--- src/rtl/ipl_memory_loader.sv ---
// Packs an 8-bit Avalon-ST byte stream into 32-bit little-endian IPL memory words, holding the boot CPU in reset meanwhile.
// One WRITE cycle follows the byte that completes a word (4 bytes per 5 cycles); in_ready drops during WRITE/DONE/IDLE.
module ipl_memory_loader #(
    parameter int ADDR_W    = 12,
    parameter int BASE_WORD = 0
) (
    input  logic              clk,
    input  logic              reset_n,
    input  logic              start,
    input  logic [ADDR_W+1:0] byte_count,
    input  logic              abort,
    input  logic [7:0]        in_data,
    input  logic              in_valid,
    output logic              in_ready,
    output logic [ADDR_W-1:0] mem_address,
    output logic [3:0]        mem_byteenable,
    output logic              mem_chipselect,
    output logic              mem_write,
    output logic [31:0]       mem_writedata,
    output logic              cpu_reset_req,
    output logic              busy,
    output logic              done,
    output logic              error,
    output logic [15:0]       checksum
);

    localparam logic [1:0] S_IDLE  = 2'd0;
    localparam logic [1:0] S_LOAD  = 2'd1;
    localparam logic [1:0] S_WRITE = 2'd2;
    localparam logic [1:0] S_DONE  = 2'd3;

    localparam logic [ADDR_W+2:0] MAX_BYTES = {1'b1, {(ADDR_W+2){1'b0}}};

    logic [1:0]        state;
    logic [31:0]       word_buf;
    logic [3:0]        lane_en;
    logic [1:0]        lane;
    logic [ADDR_W-1:0] word_ptr;
    logic [ADDR_W+1:0] remaining;

    logic        len_ok;
    logic        accept;
    logic        word_last;
    logic        write_go;
    logic [31:0] word_next;

    assign len_ok    = (byte_count != '0) && ({1'b0, byte_count} <= MAX_BYTES);
    assign accept    = in_ready && in_valid;
    assign word_last = (lane == 2'd3) || (remaining == (ADDR_W+2)'(1));
    assign word_next = word_buf | ({24'h000000, in_data} << {lane, 3'b000});

    // abort in the WRITE cycle suppresses the strobe so a partial word never lands
    assign write_go       = (state == S_WRITE) && !abort;
    assign mem_chipselect = write_go;
    assign mem_write      = write_go;
    assign mem_byteenable = write_go ? lane_en : 4'b0000;

    assign in_ready      = (state == S_LOAD);
    assign busy          = (state != S_IDLE);
    assign cpu_reset_req = (state != S_IDLE);
    assign done          = (state == S_DONE);

    always_ff @(posedge clk) begin
        if (!reset_n) begin
            state         <= S_IDLE;
            word_buf      <= '0;
            lane_en       <= '0;
            lane          <= '0;
            word_ptr      <= '0;
            remaining     <= '0;
            mem_address   <= '0;
            mem_writedata <= '0;
            error         <= 1'b0;
            checksum      <= '0;
        end else begin
            case (state)
                S_IDLE: begin
                    if (start) begin
                        if (len_ok) begin
                            state     <= S_LOAD;
                            error     <= 1'b0;
                            checksum  <= '0;
                            word_ptr  <= ADDR_W'(BASE_WORD);
                            lane      <= '0;
                            lane_en   <= '0;
                            word_buf  <= '0;
                            remaining <= byte_count;
                        end else begin
                            error <= 1'b1;
                        end
                    end
                end
                S_LOAD: begin
                    if (abort) begin
                        state    <= S_IDLE;
                        error    <= 1'b1;
                        word_buf <= '0;
                        lane_en  <= '0;
                        lane     <= '0;
                    end else if (accept) begin
                        word_buf      <= word_next;
                        lane_en[lane] <= 1'b1;
                        lane          <= lane + 2'd1;
                        checksum      <= checksum + {8'h00, in_data};
                        remaining     <= remaining - (ADDR_W+2)'(1);
                        if (word_last) begin
                            state         <= S_WRITE;
                            mem_address   <= word_ptr;
                            mem_writedata <= word_next;
                        end
                    end
                end
                S_WRITE: begin
                    word_buf <= '0;
                    lane_en  <= '0;
                    lane     <= '0;
                    if (abort) begin
                        state <= S_IDLE;
                        error <= 1'b1;
                    end else begin
                        word_ptr <= word_ptr + ADDR_W'(1);
                        state    <= (remaining == '0) ? S_DONE : S_LOAD;
                    end
                end
                default: begin
                    state <= S_IDLE;
                    if (abort) begin
                        error <= 1'b1;
                    end
                end
            endcase
        end
    end

endmodule

--- config.mk ---
export PLATFORM = sky130hd
export DESIGN_NAME = ipl_memory_loader
export DESIGN_NICKNAME = d
export VERILOG_FILES = /design/src/rtl/ipl_memory_loader.sv
export SDC_FILE = /design/constraint.sdc
export NUM_CORES = 1
export LEC_CHECK = 0
export ABC_AREA = 0
export CAP_MARGIN = 20
export CORE_UTILIZATION = 48
export CTS_CLUSTER_DIAMETER = 150
export DETAILED_ROUTE_END_ITERATION = 6
export PLACE_DENSITY = 0.78
export SLEW_MARGIN = 5
export SYNTH_ARGS = -nofsm -noshare
export SYNTH_HDL_FRONTEND = slang
export SYNTH_SLANG_ARGS = --single-unit
--- constraint.sdc ---
create_clock -name clk -period 2.05 [get_ports clk]
set_input_delay 0.41 -clock clk [delete_from_list [all_inputs] [get_ports clk]]
set_output_delay 0.41 -clock clk [all_outputs]
set_load 0.02 [all_outputs]
==> metrics.md, run 1 <==
| Metric | Value |
|---|---|
| Clock latency on the worst-skew pair | `0.42 ns` |
| Fillcell total | `764` |
| Initial Utilization | `0.498` |
| Worst IR Drop VDD | `417 uV` |
| Register Area | `2540 um2` |
| Critical Path Max Stage Delay | `0.47 ns` |
| Initial antenna violation count | `0` |
| Detail-routed via count per cell | `5.89` |
| Cell area power density | `740 nW/um2` |
| Max cap viols | `0` |
| CTS tree | `built` |
| Ys Warns | `0` |
| I/O pin total | `98` |
| Final Hold Viols | `0` |
| Status | `finished with violations` |
| Die area | `12400 um2` |
| IO buf count | `97` |
| Starting DRC count in detailed routing | `498` |
| R2r setup slk | `0.06 ns` |
| Hold Path Sink | `remaining[9]` |
| Antenna Nets Post-Route | `0` |
| FF-to-FF End | `checksum[13]` |
| # rows | `39` |
| Final Max Tran Viols | `0` |
| CP Data Required Time | `2.35 ns` |
| Layout cells sized above 1 | `0.258` |
| Synth Net Count | `710` |
| Clock sinks | `127` |
| Critical Path End Type | `flop` |
| Largest net degree at the start of global routing | `36` |
| Hold path start | `byte_count[9]` |
| CTS clk-pin slew, worst paths | `0.06 ns` |
| Setup Skew | `0.00751 ns` |
| Setup TNS | `-0.0284 ns` |
| Area growth from synthesis to layout | `46.5%` |
| Period utilisation layout | `1.01` |
| GRT Util Overall | `0.273` |
| CTS H-tree depth | `4` |
| Post-synthesis async set-or-reset flop share | `0` |
| CP max-delay cell | `clkdlybuf4s50_1` |
| Fmax | `0.483 GHz` |
| Arrival @ worst endpoint | `2.37 ns` |
| Die Height | `112 um` |
| Tot Pwr | `6.24 mW` |
| Die Span X | `112 um` |
| First-pass GRT wire length | `27300 um` |
| Drt total wl | `17700 um` |
| Post-synth top area cell | `dfxtp_1` |
| Synthesized area | `5760 um2` |
| Worst slew margin | `0.585` |
| Crit path max fanout | `7` |
| Worst setup SP type | `input port` |
| Hold buffers post-CTS | `0` |
| Seq cells post-synth | `127` |
| Post-synth top area share | `0.441` |
| Nets | `897` |
| Ant. Diodes | `0` |
| CTS buffer count | `17` |
| Fin Hold WS | `0.414 ns` |
| DR WL/cell | `17.6 um` |
| Worst path top cell family by delay | `buffers and inverters` |
| Violated checks | `design-rule violations, negative setup slack` |
| EDFF count, synth | `0` |
| Worst r2r src | `checksum[5]` |
| Worst Path Buf+Inv | `4` |
| Worst r2r path cells | `7` |
| Core Footprint | `11600 um2` |
| Minimum clock period | `2.07 ns` |
| WHS Path Cells | `3` |
| Leakage | `3.17 nW` |
| Fin util | `0.730` |
| DRC Markers | `16` |
| Main synth FF type | `dfxtp_1` |
| Syn Inst Count | `666` |
| Yosys cell types | `61` |
| Vias | `5947` |
| Top area cells in the synthesized netlist | `dfxtp_1, a211oi_2, a21oi_1` |
| Drt first pass iters | `7` |
| Crit path cell chain | `clkdlybuf4s50_1, nor4_4, buf_4, a41oi_1, o21bai_1, buf_4, nor4_4, buf_6, a21oi_1, nor2_1` |
| Syn Area/Cell | `8.65 um2` |
| Root buffer cell | `clkbuf_16` |
| Max Root-Sink Buffers | `2` |
| Vias in the first global route | `5725` |
| GR Overflow Total | `0` |
| HPWL Detailed | `11600 um` |
| Kind of critical path | `in -> reg` |
| Worst Hold Class | `in -> reg` |
| Area of the multi-input gates | `3220 um2` |
| Proportion of synthesized chip area in sequential cells | `0.441` |
| Worst Tran Pin Value | `0.618 ns` |
| Final Setup Violations | `2` |
| Gpl congestion | `0.835` |
| Setup slack after layout | `-0.0203 ns` |
## worst min-delay path: cells and delay by family
family          cells  cell delay (ns)
compound gates      2             0.23
buf+inv             1             0.14
## cells by family after synthesis
logic type / share of synthesized area
multiplexers: 0.00369
XOR/XNOR: 0.0304
AND/OR/NAND/NOR: 0.197
adder cells (fa/ha/maj): 0.0382
buffers and inverters: 0.0458
AO/OA/AOI/OAI: 0.244
flip-flops: 0.441
## final cells by class
| type | count | area share |
|---|---|---|
| clock buffer | 19 | 0.0537 |
| clock inverter | 13 | 0.0135 |
| inverter | 18 | 0.00801 |
| multi-input combinational | 483 | 0.381 |
| sequential | 127 | 0.302 |
| tap | 143 | 0.0212 |
| timing repair buffer | 206 | 0.221 |
## per-layer routing
layer,global-route usage,vias to the layer above,share of wire
met5,0,-,0
met4,0.103,0,0.024
met3,0.0577,42,0.068
met2,0.466,277,0.49
met1,0.338,2862,0.42
li1,-,2766,-
## state kept, by name, indices dropped and copies added, names as in the netlist
name	count
word_ptr	12
error	1
lane	2
mem_writedata	32
lane_en	4
state	2
checksum	16
mem_address	12
remaining	14
word_buf	32
## worst max path at each step
| stage | start | to | slack (ns) | depth (start not counted) |
|---|---|---|---|---|
| final | byte_count[3] | word_buf[0] | -0.02 | 10 |
| after global routing | byte_count[3] | word_buf[5] | -0.09 | 10 |
| after CTS | in_data[2] | checksum[13] | -0.002 | 8 |
| after detailed placement | in_data[1] | checksum[13] | -0.71 | 8 |
| after global placement | in_data[1] | checksum[13] | -0.60 | 8 |
| after floorplan | checksum[1] | checksum[13] | 0.02 | 7 |
## power by group
part           switching, mW  internal [mW]  total, mW
registers             0.0577           2.52       2.57
clock network           1.15           1.73       2.88
logic                  0.433          0.353      0.786
total                   1.65           4.60       6.24
## through the flow
| step | std cells | worst slack (ns) | cell area [um2] |
|---|---|---|---|
| 2_1_floorplan | 666 | 0.0177 | 5770 |
| 3_3_place_gp | 972 | -0.596 | 7550 |
| 3_5_place_dp | 972 | -0.711 | 7550 |
| 4_1_cts | 1006 | -0.00213 | 8230 |
| 5_1_grt | 1009 | -0.0895 | 8440 |
| 6_report | 1009 | -0.0203 | 8440 |
## what timing repair did
item	CTS	global route
pin swaps	7	12
gates resized for setup	49	37
cloned	0	1
setup endpoints to repair	67	104
buffers inserted	2	3
## layout by cell type (no fill, tap or decap), types with 3 or more instances in the layout
| cell | n |
|---|---|
| a211oi_1 | 6 |
| a211oi_2 | 31 |
| a21oi_1 | 70 |
| a21oi_2 | 5 |
| a221oi_1 | 3 |
| a22oi_1 | 4 |
| a31oi_1 | 4 |
| a32o_1 | 8 |
| and2_1 | 6 |
| and3_1 | 3 |
| buf_12 | 5 |
| buf_2 | 4 |
| buf_4 | 100 |
| buf_6 | 3 |
| clkbuf_16 | 18 |
| clkdlybuf4s50_1 | 77 |
| clkinv_2 | 4 |
| clkinvlp_4 | 5 |
| dfxtp_1 | 125 |
| dlygate4sd2_1 | 9 |
| dlymetal6s2s_1 | 6 |
| ha_1 | 10 |
| ha_4 | 5 |
| inv_1 | 17 |
| nand2_1 | 56 |
| nand3_1 | 28 |
| nand4_1 | 7 |
| nor2_1 | 89 |
| nor3_1 | 11 |
| nor3b_2 | 3 |
| nor4_1 | 4 |
| nor4_2 | 3 |
| nor4_4 | 3 |
| o21ai_0 | 43 |
| o21ai_1 | 6 |
| o21ai_2 | 3 |
| xnor2_1 | 12 |
| xor2_1 | 8 |
## cell usage after synthesis, drive strengths merged, types with 8 or more instances
library cell	n
clkbuf	18
dfxtp	127
o21ai	53
a32o	8
inv	18
ha	16
nor2	92
a211oi	39
a21oi	76
xnor2	12
nand2	56
nor3	13
xor2	8
nor4	10
nand3	29
buf	20
Note: power is estimated with default switching activity, not from simulation.
==> run 2: changes to the inputs <==
- CORE_ASPECT_RATIO: default -> 1.2
- RECOVER_POWER: default -> 50
==> run 2 against run 1 <==
  * The run ends with negative setup slack left
  * Non-clock buffer count fell by 10
  * Setup slack got worse by 0.0043 ns
  * Clock skew decreased by 0.00063 ns
  * Sequential share of layout area down 0.23 points
  * Hold slack improved by 0.036 ns
  * Global-route usage grew 0.82 points
  * Critical path depth decreased by 1
  * Sequential power barely moved
  * Largest power group unchanged
==> metrics.md, run 2 (synthesis results as in run 1) <==
| Metric | Value |
|---|---|
| # rows | `43 (was 39)` |
| Pre-CTS WS | `-0.690 ns (was -0.711 ns)` |
| CTS clk-pin slew, worst paths | `0.06 ns (about the same)` |
| CP max-delay cell | `or3_4 (was clkdlybuf4s50_1)` |
| Sequential Power Share | `0.387 (was 0.412)` |
| Worst r2r path cells | `9 (was 7)` |
| Period utilisation layout | `1.01 (about the same)` |
| CP Data Required Time | `2.38 ns (was 2.35 ns)` |
| Drt total wl | `18300 um (was 17700 um)` |
| Layout cells sized above 1 | `0.244 (was 0.258)` |
| Clock latency on the worst-skew pair | `0.42 ns (about the same)` |
| Clock share of power | `0.502 (was 0.462)` |
| Gpl congestion | `0.878 (was 0.835)` |
| Max cap viols | `0 (unchanged)` |
| Most common cell after layout, fill and taps aside | `dfxtp_1 (unchanged)` |
| Worst slew margin | `0.606 (was 0.585)` |
| Sw Ratio | `0.242 (was 0.264)` |
| Nets | `887 (was 897)` |
| Hold buffers post-CTS | `0 (unchanged)` |
| Minimum clock period | `2.07 ns (about the same)` |
| First-pass GRT wire length | `27100 um (was 27300 um)` |
| DR WL/cell | `18.0 um (was 17.6 um)` |
| Initial antenna violation count | `0 (unchanged)` |
| Hold Path Sink | `mem_address[5] (was remaining[9])` |
| Cell area power density | `779 nW/um2 (was 740 nW/um2)` |
| Final Hold Viols | `0 (unchanged)` |
| IO buf count | `97 (unchanged)` |
| Final Setup Violations | `2 (unchanged)` |
| Status | `finished with violations (unchanged)` |
| Fmax | `0.482 GHz (was 0.483 GHz)` |
| Hold path start | `mem_address[5] (was byte_count[9])` |
| Violated checks | `negative setup slack (was design-rule violations, negative setup slack)` |
| Crit path max fanout | `6 (was 7)` |
| Placed insts | `964 (was 972)` |
| Clock sinks | `127 (unchanged)` |
| Vias in the first global route | `5689 (was 5725)` |
| Area growth from synthesis to layout | `47.8% (was 46.5%)` |
| Starting DRC count in detailed routing | `387 (was 498)` |
| Fillcell total | `803 (was 764)` |
| HPWL Detailed | `11400 um (was 11600 um)` |
| DRC Markers | `0 (was 16)` |
| CTS tree | `built (unchanged)` |
| CP most frequent cell | `buf_12` |
| Antenna Nets Post-Route | `0 (unchanged)` |
| Die Span X | `102 um (was 112 um)` |
| Critical Path Max Stage Delay | `0.41 ns (was 0.47 ns)` |
| Die area | `12400 um2 (about the same)` |
| R2r setup slk | `-0.02 ns (was 0.06 ns)` |
| Logic pwr share | `0.111 (was 0.126)` |
| Crit path cell chain | `or3_4, and4b_2, a21oi_4, nor2_4, buf_12, buf_12, buf_6, nor2_1, a211oi_2 (was clkdlybuf4s50_1, nor4_4, buf_4, a41oi_1, o21bai_1, buf_4, nor4_4, buf_6, a21oi_1, nor2_1)` |
| Setup slack after layout | `-0.0246 ns (was -0.0203 ns)` |
| Vias | `5937 (was 5947)` |
| WHS Path Cells | `2 (was 3)` |
| GRT Util Overall | `0.281 (was 0.273)` |
| Max Root-Sink Buffers | `2 (unchanged)` |
| Worst Hold Class | `reg -> reg (was in -> reg)` |
| FF-to-FF End | `mem_writedata[20] (was checksum[13])` |
| Critical Path End Type | `flop (unchanged)` |
| Most frequent cells in the layout | `dfxtp_1, nor2_1, buf_4 (was dfxtp_1, buf_4, nor2_1)` |
| Finished Cell Area | `8520 um2 (was 8440 um2)` |
| I/O pin total | `98 (unchanged)` |
| Tot Pwr | `6.63 mW (was 6.24 mW)` |
| Largest net degree at the start of global routing | `35 (was 36)` |
| Detail-routed via count per cell | `5.86 (was 5.89)` |
| Drt first pass iters | `5 (was 7)` |
| P_sw | `1.60 mW (was 1.65 mW)` |
| Worst Tran Pin Value | `0.589 ns (was 0.618 ns)` |
| CTS buffer count | `17 (unchanged)` |
| Leakage | `3.33 nW (was 3.17 nW)` |
| Worst IR Drop VDD | `463 uV (was 417 uV)` |
| Internal Power | `5.03 mW (was 4.60 mW)` |
| Biggest regs | `mem_writedata (32), word_buf (32), checksum (16) (unchanged)` |
| Core Footprint | `11600 um2 (about the same)` |
| Fin Hold WS | `0.450 ns (was 0.414 ns)` |
| Final Max Tran Viols | `0 (unchanged)` |
| Setup Skew | `0.00688 ns (was 0.00751 ns)` |
| GR Overflow Total | `0 (unchanged)` |
| Arrival @ worst endpoint | `2.40 ns (was 2.37 ns)` |
| Worst setup SP type | `flop (was input port)` |
| Root buffer cell | `clkbuf_16 (unchanged)` |
| CTS H-tree depth | `4 (unchanged)` |
| Initial Utilization | `0.496 (was 0.498)` |
| Worst r2r src | `remaining[10] (was checksum[5])` |
| Kind of critical path | `reg -> reg (was in -> reg)` |
| Ant. Diodes | `0 (unchanged)` |
| Die Height | `122 um (was 112 um)` |
| Non-Filler Instances | `1013 (was 1009)` |
| Area post-placement | `7440 um2 (was 7550 um2)` |
run 2: cell types whose count changed in the layout (fill, tap and decap cells not counted), sizes merged:
cell | before | now
buf | 112 | 99
bufinv | 1 | 5
clkbuf | 20 | 22
clkdlybuf4s15 | 1 | 0
clkdlybuf4s50 | 77 | 25
clkinvlp | 5 | 3
dlygate4sd2 | 9 | 11
dlygate4sd3 | 0 | 56
dlymetal6s2s | 6 | 1
inv | 20 | 19
run 2: worst max path at each step:
stage,to,slack (ns),startpoint
after floorplan,checksum[13],0.02,checksum[1]
after global placement,checksum[13],-0.65,in_data[1]
after detailed placement,checksum[13],-0.69,in_data[1]
after CTS,mem_writedata[4],-0.02,remaining[8]
after global routing,mem_writedata[20],-0.06,remaining[9]
final,mem_writedata[20],-0.02,remaining[10]
run 2: through the flow:
step / utilization / TNS, ns
3_3_place_gp: 0.640 / -32.01
2_1_floorplan: - / 0
4_1_cts: 0.706 / -0.0766
5_1_grt: 0.733 / -0.465
6_report: 0.733 / -0.0246
3_5_place_dp: 0.640 / -36.29
run 2: worst max-delay path, delay by kind of cell (launching register included):
| family | cells | cell delay (ns) |
|---|---|---|
| buf+inv | 3 | 0.37 |
| compound gates | 2 | 0.30 |
| simple gates | 4 | 0.99 |
| flops | 1 | 0.32 |
run 2: repair_timing:
action / 4_1_cts / 5_1_grt
gates cloned: 1 / 4
setup endpoints to repair: 21 / 84
setup buffers: 1 / 11
endpoints found under the hold margin: 0 / 0
pin swaps: 6 / 6
resized for setup: 39 / 39
run 2: layer usage:
layer,global-route usage,part of all wire,up-vias
met4,0.122,0.039,0
met5,0,0,-
li1,-,-,2753
met3,0.0562,0.064,58
met2,0.489,0.51,277
met1,0.331,0.39,2849
run 2: layout make-up:
| type | instances | area (um2) | area share |
|---|---|---|---|
| clock inverters | 14 | 214 | 0.0251 |
| clock buffers | 18 | 439 | 0.0516 |
| flip-flops and latches | 127 | 2550 | 0.299 |
| multi-input cells | 483 | 3150 | 0.370 |
| well taps | 157 | 196 | 0.0231 |
| inverters | 18 | 67.6 | 0.00793 |
| repair buffers | 196 | 1900 | 0.223 |
run 2: power groups by stage:
| stage | registers [mW] | logic [mW] | clock network (mW) |
|---|---|---|---|
| 2_1_floorplan | 2.61 | 0.354 | 0 |
| 3_3_place_gp | 2.61 | 0.654 | 0 |
| 3_5_place_dp | 2.62 | 0.670 | 0 |
| 4_1_cts | 2.56 | 0.688 | 3.33 |
| 5_1_grt | 2.57 | 0.797 | 3.45 |
| 6_report | 2.57 | 0.737 | 3.33 |
